### src/rtl/mem_stage_pkg.sv
// Shared types and constants for the MIPS memory-access stage.
package mem_stage_pkg;

  localparam int unsigned DATA_W          = 32;
  localparam int unsigned REG_W           = 5;
  localparam int unsigned DEFAULT_TIMEOUT = 255;

  localparam logic RES_ALU   = 1'b0;
  localparam logic RES_SHIFT = 1'b1;

  typedef enum logic {
    IDLE,
    ACCESS
  } state_t;

  typedef struct packed {
    logic              we;
    logic [DATA_W-1:0] addr;
    logic [DATA_W-1:0] wdata;
  } dmem_cmd_t;

  typedef struct packed {
    logic [DATA_W-1:0] data;
    logic [REG_W-1:0]  cad;
    logic              gp_we;
  } wb_fields_t;

  function automatic logic [DATA_W-1:0] select_result(
    input logic              sel,
    input logic [DATA_W-1:0] alu,
    input logic [DATA_W-1:0] shift
  );
    logic [DATA_W-1:0] r;
    case (sel)
      RES_ALU:   r = alu;
      RES_SHIFT: r = shift;
      default:   r = alu;
    endcase
    return r;
  endfunction

endpackage

### src/rtl/dmem_watchdog.sv
// Saturating cycle counter that flags when a bus access has waited
// TIMEOUT_CYCLES cycles (expired is high in the final allowed cycle).
module dmem_watchdog #(
  parameter int unsigned TIMEOUT_CYCLES = 255
) (
  input  logic clk,
  input  logic reset,
  input  logic clr,
  input  logic en,
  output logic expired
);

  localparam int unsigned CNT_W = $clog2(TIMEOUT_CYCLES + 1);

  logic [CNT_W-1:0] count;

  always_ff @(posedge clk) begin
    if (reset || clr) begin
      count <= '0;
    end else if (en && !expired) begin
      count <= count + CNT_W'(1);
    end
  end

  assign expired = (count == CNT_W'(TIMEOUT_CYCLES - 32'd1));

endmodule

### src/rtl/memory_stage.sv
// MIPS memory-access stage: word loads/stores over a req/ack bus,
// registered write-back fields and single-cycle exception pulses.
module memory_stage
  import mem_stage_pkg::*;
#(
  parameter int unsigned TIMEOUT_CYCLES = DEFAULT_TIMEOUT
) (
  input  logic              clk,
  input  logic              reset,
  input  logic              ex_valid,
  output logic              ex_ready,
  input  logic [DATA_W-1:0] ex_alu_res,
  input  logic [DATA_W-1:0] ex_shift_res,
  input  logic              ex_res_sel,
  input  logic [DATA_W-1:0] ex_ea,
  input  logic [DATA_W-1:0] ex_dm_in,
  input  logic              ex_ovfalu,
  input  logic              ex_mem_wren,
  input  logic              ex_mem_rden,
  input  logic              ex_gp_we,
  input  logic [REG_W-1:0]  ex_cad,
  input  logic              flush,
  output logic              dmem_req,
  output logic              dmem_we,
  output logic [DATA_W-1:0] dmem_addr,
  output logic [DATA_W-1:0] dmem_wdata,
  input  logic [DATA_W-1:0] dmem_rdata,
  input  logic              dmem_ack,
  output logic              wb_valid,
  output logic [DATA_W-1:0] wb_data,
  output logic [REG_W-1:0]  wb_cad,
  output logic              wb_gp_we,
  output logic              exc_ovf,
  output logic              exc_align,
  output logic              exc_bus
);

  state_t           state, state_d;
  dmem_cmd_t        cmd_q, cmd_d;
  wb_fields_t       wb_q, wb_d;
  logic             req_d, wb_valid_d;
  logic             exc_ovf_d, exc_align_d, exc_bus_d;
  logic             load_q, load_d, gp_we_q, gp_we_d, kill_q, kill_d;
  logic [REG_W-1:0] cad_q, cad_d;
  logic             accept, mem_op, killed;
  logic             wd_clr, wd_en, wd_expired;

  assign ex_ready = (state == IDLE) && !reset && !flush;
  assign accept   = ex_valid && ex_ready;
  assign mem_op   = ex_mem_wren || ex_mem_rden;
  assign wd_en    = (state == ACCESS);

  assign dmem_we    = cmd_q.we;
  assign dmem_addr  = cmd_q.addr;
  assign dmem_wdata = cmd_q.wdata;
  assign wb_data    = wb_q.data;
  assign wb_cad     = wb_q.cad;
  assign wb_gp_we   = wb_q.gp_we;

  dmem_watchdog #(
    .TIMEOUT_CYCLES(TIMEOUT_CYCLES)
  ) u_watchdog (
    .clk    (clk),
    .reset  (reset),
    .clr    (wd_clr),
    .en     (wd_en),
    .expired(wd_expired)
  );

  always_ff @(posedge clk) begin
    if (reset) begin
      state     <= IDLE;
      dmem_req  <= 1'b0;
      cmd_q     <= '0;
      wb_q      <= '0;
      wb_valid  <= 1'b0;
      exc_ovf   <= 1'b0;
      exc_align <= 1'b0;
      exc_bus   <= 1'b0;
      load_q    <= 1'b0;
      gp_we_q   <= 1'b0;
      cad_q     <= '0;
      kill_q    <= 1'b0;
    end else begin
      state     <= state_d;
      dmem_req  <= req_d;
      cmd_q     <= cmd_d;
      wb_q      <= wb_d;
      wb_valid  <= wb_valid_d;
      exc_ovf   <= exc_ovf_d;
      exc_align <= exc_align_d;
      exc_bus   <= exc_bus_d;
      load_q    <= load_d;
      gp_we_q   <= gp_we_d;
      cad_q     <= cad_d;
      kill_q    <= kill_d;
    end
  end

  always_comb begin
    state_d     = state;
    req_d       = dmem_req;
    cmd_d       = cmd_q;
    wb_d        = wb_q;
    wb_valid_d  = 1'b0;
    exc_ovf_d   = 1'b0;
    exc_align_d = 1'b0;
    exc_bus_d   = 1'b0;
    load_d      = load_q;
    gp_we_d     = gp_we_q;
    cad_d       = cad_q;
    kill_d      = kill_q;
    killed      = 1'b0;
    wd_clr      = 1'b0;

    unique case (state)
      IDLE: begin
        if (accept) begin
          // Overflow outranks alignment and suppresses any bus access.
          if (ex_ovfalu) begin
            wb_valid_d = 1'b1;
            exc_ovf_d  = 1'b1;
            wb_d.data  = select_result(ex_res_sel, ex_alu_res, ex_shift_res);
            wb_d.cad   = ex_cad;
            wb_d.gp_we = 1'b0;
          end else if (!mem_op) begin
            wb_valid_d = 1'b1;
            wb_d.data  = select_result(ex_res_sel, ex_alu_res, ex_shift_res);
            wb_d.cad   = ex_cad;
            wb_d.gp_we = ex_gp_we;
          end else if (ex_ea[1:0] != 2'b00) begin
            wb_valid_d  = 1'b1;
            exc_align_d = 1'b1;
            wb_d.cad    = ex_cad;
            wb_d.gp_we  = 1'b0;
          end else begin
            req_d       = 1'b1;
            cmd_d.we    = ex_mem_wren;
            cmd_d.addr  = ex_ea;
            cmd_d.wdata = ex_dm_in;
            load_d      = ex_mem_rden;
            gp_we_d     = ex_gp_we;
            cad_d       = ex_cad;
            kill_d      = 1'b0;
            wd_clr      = 1'b1;
            state_d     = ACCESS;
          end
        end
      end

      ACCESS: begin
        // A flush lets the bus cycle finish but swallows its write-back.
        killed = kill_q || flush;
        kill_d = killed;
        if (dmem_ack || wd_expired) begin
          req_d   = 1'b0;
          kill_d  = 1'b0;
          state_d = IDLE;
          if (!killed) begin
            wb_valid_d = 1'b1;
            wb_d.cad   = cad_q;
            wb_d.gp_we = 1'b0;
            if (dmem_ack) begin
              if (load_q) begin
                wb_d.data  = dmem_rdata;
                wb_d.gp_we = gp_we_q;
              end
            end else begin
              exc_bus_d = 1'b1;
            end
          end
        end
      end

      default: state_d = IDLE;
    endcase
  end

endmodule

### config.mk
export PLATFORM = sky130hd
export DESIGN_NAME = memory_stage
export DESIGN_NICKNAME = d
export VERILOG_FILES = /design/src/rtl/mem_stage_pkg.sv /design/src/rtl/dmem_watchdog.sv /design/src/rtl/memory_stage.sv
export SDC_FILE = /design/constraint.sdc
export NUM_CORES = 1
export LEC_CHECK = 0
export CAP_MARGIN = 40
export CORE_UTILIZATION = 40
export CTS_CLUSTER_DIAMETER = 150
export DETAILED_ROUTE_END_ITERATION = 10
export GPL_ROUTABILITY_DRIVEN = 1
export PLACE_DENSITY = 0.82
export SYNTH_ARGS = -nofsm -noshare
export SYNTH_HDL_FRONTEND = slang
export SYNTH_SLANG_ARGS = --single-unit
### constraint.sdc
create_clock -name clk -period 4.5 [get_ports clk]
set_input_delay 1.35 -clock clk [delete_from_list [all_inputs] [get_ports clk]]
set_output_delay 1.35 -clock clk [all_outputs]
set_load 0.02 [all_outputs]
; Word level (Yosys, flattened, before mapping)
; Index checks and enable logic that the tools add are counted.
[totals]
ff_bits = 125
latchBits = 0
ramBits = 0
mem_bits_ro = 0
inputBits = 175
out_inout_bits = 109
word_cells = 97
n_memories = 0
[classes]
add_sub_neg = 1
multipliers = 0
div = 0
order_cmp = 0
n_eq_ne = 11
shifts = 0
mux = 41
bitwise = 7
n_reduce_logical = 20
[ops]
columns = op, n
row1 = 2-to-1 mux 38 bit, 4
row2 = 2-to-1 mux 32 bit, 3
row3 = one-hot mux 38 bit (2 select lines), 1
row4 = one-hot mux 32 bit (2 select lines), 1
row5 = 2-to-1 mux 1 bit, 26
row6 = 2-to-1 mux 6 bit, 2
row7 = "inequality test 2 bit, second input constant", 6
row8 = AND reduction 5 bit, 2
row9 = "adder 8 x 1 -> 8 bit, second input constant", 1
row10 = "== test 8 bit, second input constant", 1
row11 = one-hot mux 1 bit (2 select lines), 4
row12 = AND reduction 4 bit, 2
row13 = inverter 1 bit, 7
row14 = AND reduction 6 bit, 1
row15 = OR reduction 5 bit, 1
row16 = logical AND 1 bit, 4
row17 = logical OR 1 bit, 4
row18 = "inequality test 2 x 1 -> 1 bit, second input constant", 2
row19 = "inequality test 4 x 3 -> 1 bit, second input constant", 1
row20 = OR reduction 4 bit, 1
row21 = zero test 1 bit, 3
row22 = "inequality test 3 bit, second input constant", 1
row23 = OR reduction 3 bit, 1
row24 = nonzero test 2 bit, 1

; Longest topological paths before layout
; Gate-level depths: netlist (run 1).
[logic_depth]
ltp_word = 7
mapped_depth = 7
depth_no_buf = 6

; Cells and area by module
; From an unflattened synthesis (run 1), not the netlist that was laid out.
[unflattened]
cells_unflattened = 676
hier_area_um2 = 5343.9
[by_module_without_submodules]
columns = mod, instances, cells_each, area_per_inst_um2, seq_area_each_um2
row1 = memory_stage, 1, 626, 4912.2, 2342.2
row2 = dmem_watchdog, 1, 50, 431.7, 160.2

; Least setup slack after synthesis (run 1)
; Ideal clock, no wire load.
[synth_path]
kind = input to output
startpoint = input port reset
endpoint = output port ex_ready
t_arrival_ns = 2.233
required_ns = 3.150
setup_slack_ns = 0.917
cell_stages = 3
path_buffers = 2
cell_sequence = clkbuf_1 > buf_1 > nor3_1
[synth_between]
elab_chain_len = 3
[synth_rtl]
columns = item, line_no
row1 = start: declaration, memory_stage.sv:9  ; input logic reset,
row2 = zero test 1 bit, memory_stage.sv:48  ; assign ex_ready = (state == IDLE) && !reset && !flush;
row3 = logical AND 1 bit (2 in a row), memory_stage.sv:48
row4 = end: declaration, memory_stage.sv:11  ; output logic ex_ready,
; No other way between the ends.

; Final worst setup path (run 1)
[layout_path]
startpoint = input port flush
endpoint = output port ex_ready
[layout_between]
elab_chain_len = 2
[layout_rtl]
columns = item, line_no
row1 = start: declaration, memory_stage.sv:22  ; input logic flush,
row2 = zero test 1 bit, memory_stage.sv:48
row3 = logical AND 1 bit, memory_stage.sv:48
; No other way between the ends.

==> summary.txt, run 1 <==
Clocking
  • Total CTS buffers: 17
  • Clk slew on worst S/H paths: 50 ps
  • Clock Path Buffers: 2
  • CTS Root Cell: clkbuf_16
  • TritonCTS clock tree: yes
  • Clock Sinks: 125
  • Hold Buf Count CTS: 0
  • Clock Latency Late Sink: 410 ps
  • CTS HTree Levels: 4
  • Post-CTS setup buffers: 0
  • Post-CTS resize count: 0

Critical path
  • Crit-path max FO: 4
  • Worst EP required: 3150 ps
  • WP buf/inv: 2
  • Critical Path Max Stage Delay: 650 ps
  • WS Path Type: primary input to output port
  • Worst reg-to-reg setup slack: 2140 ps
  • CP most frequent cell: clkdlybuf4s50_1
  • Crit. Startpoint: flush
  • Crit start category: primary input
  • Reg-to-reg startpoint: state
  • Critical path's top delay family: buffers and inverters
  • Setup crit end kind: output port
  • Critical Path Slowest Stage Cell: clkdlybuf4s50_1
  • R2R cell count: 5
  • CP Data Arrival Time: 2750 ps
  • CP endpoint: ex_ready
  • Reg2reg end: dmem_wdata[8]
  • Critical path cell sequence: clkdlybuf4s50_1, nor3_1, clkdlybuf4s50_1
  • CP Depth: 3

Route
  • 1st-pass router iterations: 4
  • Residual DRC: 0
  • DR iter-0 viols: 179
  • Mean number of vias per cell: 4.957
  • Wire per inst: 15.12 um
  • Post-route ant nets: 0
  • Wirelength, routed: 16.28 mm
  • Vias: 5339

Finish
  • Final net count: 1069
  • Multi-input logic area: 0.002437 mm^2
  • Post-route cell area: 0.008677 mm^2
  • Commonest cells after routing, fill and taps aside: 281 x clkdlybuf4s50_1, 208 x nand2_1, 125 x dfxtp_1
  • Most common cell after layout, fill and taps aside: clkdlybuf4s50_1
  • Fill cells: 1035
  • Register area: 0.002502 mm^2
  • Share of layout cells above drive strength 1: 5.414%
  • Non-filler cells, final: 1077
  • ANT cells: 0
  • Synth-to-layout area growth: 66.43%
  • Final core occ: 68.48%

GRT
  • Largest net degree at the start of global routing: 69
  • First-pass GRT wire length: 24.15 mm
  • GRT Overall Usage: 23.68%
  • Vias in the first global route: 4983
  • Gr ovfl total: 0
  • Initial antenna violation count: 0

Timing
  • Min Tclk post-route: 4099 ps
  • Worst-margin pin slew: 793.7 ps
  • Final Hold Viols: 0
  • Max Slew Vio Count: 0
  • Setup TNS: 0 ps
  • Layout Skew: 9.278 ps
  • Max transition margin: 47.01%
  • Achievable Freq: 244.0 MHz
  • RSZ-0062 raised after global routing: no
  • Period Utilization, post-route: 91.09%
  • Setup-failing EPs final: 0

Placed design
  • Placed standard-cell area: 0.008109 mm^2
  • HPWL Detailed: 11.65 mm
  • Routability Congestion: 0.7612
  • IO Port Bufs: 283
  • Dpl cells: 1045

Power
  • Pwr Density: 317.0 mW/mm^2
  • Leakage power: 0.003112 uW
  • Total power: 2751 uW
  • Peak VDD IR: 0.3279 mV

Yosys
  • Dominant cell type by area after synthesis: dfxtp_1
  • Syn avg cell area: 8.263 um^2
  • Cells after synthesis: 631
  • Yosys top cell area share: 48.00%
  • Synth area leaders: dfxtp_1 48%, nand2_1 15%, a21oi_1 10%
  • Post-synthesis register bit count: 125
  • Register area share after synthesis: 48.00%
  • Yosys warns: 0
  • Post-synthesis net count: 808
  • Synth cell types: 39
  • Post-Syn Area: 0.005214 mm^2

Min path
  • Min-Delay Path Class: flop to flop

Floorplan
  • FP Rows: 41
  • Die area: 0.01350 mm^2
  • Die W: 116.2 um
  • Total core area: 0.01267 mm^2
  • Initial Utilization: 41.15%
  • I/O pins: 284
  • Chip height: 116.2 um

Run
  • Number of max-cap violations: 0

Outcome
  • Outcome: finished clean
kinds of logic (layout without fill, tap and decap cells):
kind of cell / Yosys count / in the layout / synth area share (%)
flops: 125 / 125 / 48.00
simple gates: 240 / 240 / 18.74
buf+inv: 53 / 327 / 5.376
mux: 37 / 37 / 7.104
compound gates: 168 / 168 / 19.29
fa+ha+maj: 2 / 2 / 0.4799
xor+xnor: 6 / 6 / 1.008
worst min path at each step:
stage | to | slack [ps] | depth (start not counted) | startpoint
after floorplan | cad_q[0] | 440 | 2 | cad_q[0]
after global placement | wb_data[27] | 440 | 2 | wb_data[27]
after detailed placement | wb_data[27] | 440 | 2 | wb_data[27]
after CTS | wb_data[27] | 450 | 2 | wb_data[27]
after global routing | dmem_addr[23] | 470 | 2 | dmem_addr[23]
final | wb_data[25] | 450 | 2 | wb_data[25]
synthesized netlist by cell type, drive strengths merged:
| master | instances |
|---|---|
| buf | 24 |
| a41oi | 1 |
| nand2b | 1 |
| and2 | 1 |
| a21oi | 109 |
| and3 | 5 |
| inv | 3 |
| xnor2 | 4 |
| a211oi | 14 |
| nor3b | 1 |
| nor3 | 1 |
| dfxtp | 125 |
| and4 | 1 |
| o21ai | 1 |
| o211ai | 34 |
| nor4bb | 1 |
| a21boi | 1 |
| xor2 | 2 |
| a32o | 1 |
| a32oi | 1 |
| nand4 | 3 |
| or3 | 1 |
| mux2i | 37 |
| clkbuf | 26 |
| nand3 | 4 |
| a21o | 2 |
| nand2 | 208 |
| nor4b | 1 |
| o21ba | 1 |
| nor4 | 3 |
| ha | 2 |
| a31o | 1 |
| o21bai | 1 |
| o31ai | 1 |
| nor2 | 9 |
power by group:
part	switching (uW)	total (uW)	leakage (uW)	internal (uW)
Clock	485	1310	0.000275	822
Combinational	117	312	0.00183	195
Sequential	8.15	1130	0.00101	1120
Total	611	2750	0.00311	2140
routing by layer:
layer | GRT usage [%] | up-vias | routed length (um)
met5 | 0 | - | 0
met4 | 8.803 | 0 | 267
met3 | 11.78 | 21 | 1850
met2 | 40.16 | 219 | 7875
met1 | 25.37 | 2420 | 6288
li1 | - | 2679 | -
registers in the layout, summed over array words and instances, names as in the netlist:
name / flops
dmem_addr: 32
dmem_wdata: 32
wb_data: 32
u_watchdog.count: 8
cad_q: 5
wb_cad: 5
dmem_req: 1
dmem_we: 1
exc_align: 1
exc_bus: 1
exc_ovf: 1
gp_we_q: 1
kill_q: 1
load_q: 1
state: 1
wb_gp_we: 1
wb_valid: 1
tightest hold or removal path, cell delays in order, from the launching register on:
cell and delay (ps):
dfxtp_1 300, nand2_1 50, a21oi_1 50
per-stage QoR:
| step | hold slack [ps] | setup slack [ps] |
|---|---|---|
| 6_report | 448.8 | 400.8 |
| 5_1_grt | 468.7 | 351.9 |
| 4_1_cts | 449.7 | 373.4 |
| 3_5_place_dp | 442.6 | 375.1 |
| 3_3_place_gp | 437.5 | 338.6 |
| 2_1_floorplan | 436.0 | 916.6 |
area by class of cell:
type                            instances  share of cell area [%]
Inverter                                3                  0.1298
Tap cell                              172                   2.480
Clock buffer                           20                   5.148
Sequential cell                       125                   28.84
Clock inverter                         12                   1.399
Multi-Input combinational cell        453                   28.09
Timing Repair Buffer                  292                   33.91
Note: power is estimated with default switching activity, not from simulation.
==> run 2, diff against run 1 <==
--- a/config.mk
+++ b/config.mk
@@ -11,6 +11,7 @@
 export DETAILED_ROUTE_END_ITERATION = 10
 export GPL_ROUTABILITY_DRIVEN = 1
 export PLACE_DENSITY = 0.82
+export SKIP_CTS_REPAIR_TIMING = 1
 export SYNTH_ARGS = -nofsm -noshare
 export SYNTH_HDL_FRONTEND = slang
 export SYNTH_SLANG_ARGS = --single-unit
==> constraint.sdc (replaced) <==
create_clock -name clk -period 4.5 [get_ports clk]
set_input_delay 0.45 -clock clk [delete_from_list [all_inputs] [get_ports clk]]
set_output_delay 0.45 -clock clk [all_outputs]
set_load 0.02 [all_outputs]
==> summary.txt, run 2 (synthesis gave the netlist of run 1 again) <==
Outcome
  • Outcome: finished clean

Route
  • Wirelength, routed: 16.37 mm (+0.57%)
  • 1st-pass router iterations: 4 (unchanged)
  • Vias: 5340 (+0.019%)
  • Residual DRC: 0 (unchanged)
  • Wire per inst: 15.22 um (+0.66%)
  • Mean number of vias per cell: 4.963 (+0.11%)
  • DR iter-0 viols: 279 (+56%)
  • Post-route ant nets: 0 (unchanged)

Floorplan
  • Chip height: 116.2 um (unchanged)
  • Total core area: 0.01267 mm^2 (unchanged)
  • FP Rows: 41 (unchanged)
  • Die W: 116.2 um (unchanged)
  • Die area: 0.01350 mm^2 (unchanged)
  • Initial Utilization: 41.15% (unchanged)
  • I/O pins: 284 (unchanged)

Critical path
  • Worst reg-to-reg setup slack: 1950 ps (-190 ps)
  • Crit-path max FO: 48 (+44)
  • Reg-to-reg startpoint: state
  • Worst EP required: 4830 ps (+1680 ps)
  • CP Data Arrival Time: 2890 ps (+140 ps)
  • Crit start category: flop
  • WS Path Type: flop to flop
  • Setup crit end kind: flop
  • Reg2reg end: dmem_wdata[8]
  • R2R cell count: 5 (unchanged)

Clocking
  • Total CTS buffers: 17 (unchanged)
  • TritonCTS clock tree: yes
  • Clock Sinks: 125 (unchanged)
  • Clk slew on worst S/H paths: 60 ps (about the same)
  • CTS HTree Levels: 4 (unchanged)
  • CTS Root Cell: clkbuf_16
  • Clock Latency Late Sink: 410 ps (about the same)
  • Clock Path Buffers: 2 (unchanged)

Power
  • Switching power: 630.7 uW (+3.3%)
  • Peak VDD IR: 0.2206 mV (-33%)
  • Net switching fraction of the power: 21.39% (-0.81 points)
  • P_int: 2318 uW (+8.3%)
  • Logic gate share of total power: 10.6% (-0.7 points)
  • Pwr Density: 337.7 mW/mm^2 (+6.5%)
  • Leakage power: 0.003133 uW (+0.67%)
  • Seq pwr share: 38.4% (-2.7 points)
  • Clock share of power: 51.1% (+3.6 points)

Finish
  • Commonest cells after routing, fill and taps aside: 281 x clkdlybuf4s50_1, 208 x nand2_1, 125 x dfxtp_1
  • Most common cell after layout, fill and taps aside: clkdlybuf4s50_1
  • Multi-input logic area: 0.002437 mm^2 (unchanged)
  • Fill cells: 1060 (+2.4%)
  • Synth-to-layout area growth: 67.48%
  • Final core occ: 68.91% (+0.43 points)
  • Final net count: 1068 (-0.094%)
  • Share of layout cells above drive strength 1: 5.420% (+0.0060 points)
  • ANT cells: 0 (unchanged)
  • Register area: 0.002502 mm^2 (unchanged)

Placed design
  • IO Port Bufs: 283 (unchanged)
  • HPWL Detailed: 11.63 mm (-0.18%)
  • Routability Congestion: 0.7678 (+0.87%)

GRT
  • GRT Overall Usage: 23.32% (-0.36 points)
  • Busiest grt layer: met2
  • Gr ovfl total: 0 (unchanged)
  • First-pass GRT wire length: 23.92 mm (-0.94%)
  • Global routing usage on met2: 40.71% (+0.56 points)
  • Met3 Use GR: 10.02% (-1.8 points)
  • Vias in the first global route: 4824 (-3.2%)
  • GRT met1 Usage: 25.20% (-0.17 points)
  • Largest net degree at the start of global routing: 70 (+1.4%)
  • Initial antenna violation count: 0 (unchanged)

Min path
  • Hold-critical path depth: 2 (unchanged)
  • Hold Path Sink: wb_data[15]
  • Min-Delay Path Class: flop to flop
  • Hold Crit Start: wb_data[15]

Timing
  • Worst-margin pin slew: 780.2 ps (-13.52 ps)
  • Max transition margin: 47.92% (+0.90 points)
  • Min Tclk post-route: 2554 ps (-1545 ps)
  • Max Slew Vio Count: 0 (unchanged)
  • Setup TNS: 0 ps (unchanged)
  • Setup-failing EPs final: 0 (unchanged)
  • Period Utilization, post-route: 56.76% (-34 points)
  • Achievable Freq: 391.5 MHz (+60%)
  • Final Hold Viols: 0 (unchanged)
  • RSZ-0062 raised after global routing: no
  • Layout Skew: 11.69 ps (+2.407 ps)

Run
  • Number of max-cap violations: 0 (unchanged)
run 2: cell types whose count changed in the layout (fill, tap and decap cells not counted):
cell,before,now
inv_6,0,2
bufinv_16,2,5
clkbuf_1,2,1
buf_12,4,2
clkinv_4,1,2
buf_4,6,7
clkinv_2,6,1
run 2: power groups by stage:
stage / combinational [uW] / clock [uW] / sequential, uW
after floorplan: 89.0 / 0 / 1170
after global placement: 307 / 0 / 1150
after detailed placement: 311 / 0 / 1150
after CTS: 313 / 1530 / 1130
after global routing: 333 / 1580 / 1130
final: 311 / 1510 / 1130
run 2: worst max-delay path by stage:
stage | start | to | slack, ps
finish | state | dmem_wdata[8] | 1950
global route | state | dmem_wdata[11] | 1730
CTS | state | dmem_wdata[10] | 1950
detailed placement | flush | dmem_wdata[10] | 1690
global placement | flush | dmem_addr[30] | 1770
floorplan | reset | ex_ready | 2720
run 2: metal layers:
| metal | vias to the layer above | share of wire, % |
|---|---|---|
| li1 | 2681 | - |
| met1 | 2435 | 39 |
| met2 | 210 | 50 |
| met3 | 14 | 11 |
| met4 | 0 | 1.1 |
| met5 | - | 0 |
run 2: final cells by class:
class | instances | area share (%)
Clock inverter | 13 | 2.436
Tap cell | 172 | 2.465
Multi-Input combinational cell | 453 | 27.91
Timing Repair Buffer | 291 | 33.33
Clock buffer | 19 | 5.072
Sequential cell | 125 | 28.66
Inverter | 3 | 0.1290
run 2: critical path, stage by stage (launching register included):
cell	delay (ps)
dfxtp_1	550
nor4b_4	550
and3_2	570
buf_4	500
nand2_1	130
a21oi_1	140
run 2: metrics by stage:
step | worst slack, ps | instance area, um^2 | power [uW] | hold slack (ps) | cells
2_1_floorplan | 2717 | 5214 | 1261 | 436.0 | 631
3_3_place_gp | 1770 | 8036 | 1462 | 437.5 | 1042
3_5_place_dp | 1690 | 8077 | 1466 | 442.6 | 1044
4_1_cts | 1948 | 8732 | 2971 | 450.2 | 1076
5_1_grt | 1733 | 8732 | 3048 | 463.5 | 1076
6_report | 1946 | 8732 | 2949 | 446.9 | 1076
==> run 3, diff against run 2 <==
--- a/config.mk
+++ b/config.mk
@@ -6,11 +6,11 @@
 export NUM_CORES = 1
 export LEC_CHECK = 0
 export CAP_MARGIN = 40
-export CORE_UTILIZATION = 40
+export CORE_UTILIZATION = 35
 export CTS_CLUSTER_DIAMETER = 150
 export DETAILED_ROUTE_END_ITERATION = 10
 export GPL_ROUTABILITY_DRIVEN = 1
-export PLACE_DENSITY = 0.82
+export PLACE_DENSITY = 0.76
 export SKIP_CTS_REPAIR_TIMING = 1
 export SYNTH_ARGS = -nofsm -noshare
 export SYNTH_HDL_FRONTEND = slang
==> constraint.sdc (replaced) <==
create_clock -name clk -period 2.1 [get_ports clk]
set_input_delay 0.21 -clock clk [delete_from_list [all_inputs] [get_ports clk]]
set_output_delay 0.21 -clock clk [all_outputs]
set_load 0.02 [all_outputs]
==> summary.txt, run 3 (synthesis gave the netlist of run 1 again) <==
Timing
  • Min setup slack post-route: 192.2 ps (-1754 ps)
  • Period Utilization, post-route: 90.85%
  • Min Tclk post-route: 1908 ps
  • Worst-margin pin slew: 727.6 ps (-52.57 ps)
  • Setup-failing EPs final: 0 (unchanged)
  • Max Slew Vio Count: 0 (unchanged)
  • Layout Skew: 5.763 ps (-5.922 ps)
  • Final Hold Viols: 0 (unchanged)
  • Achievable Freq: 524.2 MHz
  • Setup TNS: 0 ps (unchanged)
  • RSZ-0062 raised after global routing: no
  • Max transition margin: 51.49% (+3.6 points)

Critical path
  • WS Path Type: primary input to output port
  • Critical Path Slowest Stage Cell: clkdlybuf4s50_1
  • Worst EP required: 1890 ps (-2940 ps)
  • Crit start category: primary input
  • Setup crit end kind: output port
  • Critical Path Max Stage Delay: 660 ps (+90 ps)
  • Critical path cell sequence: clkdlybuf4s50_1, buf_4, nor3_1, clkdlybuf4s50_1
  • CP Data Arrival Time: 1700 ps (-1190 ps)
  • Crit-path max FO: 3 (-94%)
  • CP most frequent cell: clkdlybuf4s50_1

Finish
  • ANT cells: 0 (unchanged)
  • Share of layout cells above drive strength 1: 6.147% (+0.73 points)
  • Synth-to-layout area growth: 67.48% (unchanged)
  • Commonest cells after routing, fill and taps aside: 281 x clkdlybuf4s50_1, 208 x nand2_1, 125 x dfxtp_1
  • Register area: 0.002502 mm^2 (unchanged)
  • Fill cells: 1298 (+22%)
  • Multi-input logic area: 0.002437 mm^2 (unchanged)
  • Final net count: 1075 (+0.66%)
  • Final core occ: 60.08% (-8.8 points)
  • Most common cell after layout, fill and taps aside: clkdlybuf4s50_1

GRT
  • GRT Overall Usage: 20.16% (-3.2 points)
  • Largest net degree at the start of global routing: 70 (unchanged)
  • Initial antenna violation count: 0 (unchanged)
  • Gr ovfl total: 0 (unchanged)
  • Vias in the first global route: 4866 (+0.87%)
  • First-pass GRT wire length: 23.81 mm (-0.46%)

Run
  • Number of max-cap violations: 0 (unchanged)

Clocking
  • TritonCTS clock tree: yes
  • Clock Sinks: 125 (unchanged)
  • Total CTS buffers: 17 (unchanged)
  • Clock Latency Late Sink: 410 ps (about the same)
  • Clk slew on worst S/H paths: 50 ps (about the same)
  • Clock Path Buffers: 2 (unchanged)
  • CTS Root Cell: clkbuf_16
  • CTS HTree Levels: 4 (unchanged)

Placed design
  • Setup slack at placement: 51.57 ps (-1639 ps)
  • HPWL Detailed: 11.64 mm (about the same)
  • IO Port Bufs: 283 (unchanged)
  • Routability Congestion: 0.7678 (unchanged)

Route
  • Wirelength, routed: 16.30 mm (-0.43%)
  • Mean number of vias per cell: 4.841 (-2.5%)
  • Post-route ant nets: 0 (unchanged)
  • 1st-pass router iterations: 4 (unchanged)
  • Vias: 5301 (-0.73%)
  • Residual DRC: 0 (unchanged)
  • Wire per inst: 14.89 um (-2.2%)
  • DR iter-0 viols: 229 (-18%)

Floorplan
  • Total core area: 0.01453 mm^2 (+15%)
  • Initial Utilization: 35.87% (-5.3 points)
  • FP Rows: 44 (+7.3%)
  • Chip height: 124.1 um (+6.8%)
  • Die area: 0.01539 mm^2 (+14%)
  • Die W: 124.1 um (+6.8%)
  • I/O pins: 284 (unchanged)

Power
  • Leakage power: 0.003135 uW (about the same)
  • Pwr Density: 656.6 mW/mm^2 (+94%)
  • Peak VDD IR: 0.4269 mV (+94%)
  • Total power: 5733 uW (+94%)

Min path
  • Min-Delay Path Class: primary input to flop

Outcome
  • Outcome: finished clean
## run 3: worst paths after layout
kind	depth (start not counted)	end	start	slack, ps
min reg2reg	2	wb_data[11]	wb_data[11]	450
max	4	ex_ready	flush	190
max reg2reg	6	wb_cad[0]	u_watchdog.count[0]	230
min	4	exc_align	reset	170
## run 3: worst max-delay path, delay by kind of cell
kind	cells	cell delay, ps
buffers and inverters	3	1340
and+or+nand+nor	1	140
## run 3: layer usage
metal | vias to the layer above | GRT usage (%) | share of wire, %
met1 | 2375 | 22.47 | 40
met5 | - | 0 | 0
met2 | 206 | 34.01 | 47
met3 | 21 | 8.471 | 11
met4 | 0 | 7.589 | 1.6
li1 | 2699 | - | -
## run 3: cell type report
type	instances	share of cell area, %
Clock inverter	13	1.089
Clock buffer	19	5.072
Multi-Input combinational cell	453	27.91
Timing Repair Buffer	298	34.50
Inverter	3	0.1290
Sequential cell	125	28.66
Tap cell	184	2.636
## run 3: power breakdown
part	switching, uW	internal, uW	leakage, uW
Combinational	253	423	0.00187
Clock	1090	1540	0.000259
Sequential	17.1	2410	0.00101
## run 3: stage by stage
| step | hold slack, ps | std cells | area (um^2) |
|---|---|---|---|
| global placement | 437.1 | 1063 | 8194 |
| floorplan | 286.0 | 631 | 5214 |
| global route | 153.1 | 1095 | 8732 |
| detailed placement | 443.9 | 1063 | 8194 |
| CTS | 140.6 | 1095 | 8732 |
| finish | 167.9 | 1095 | 8732 |
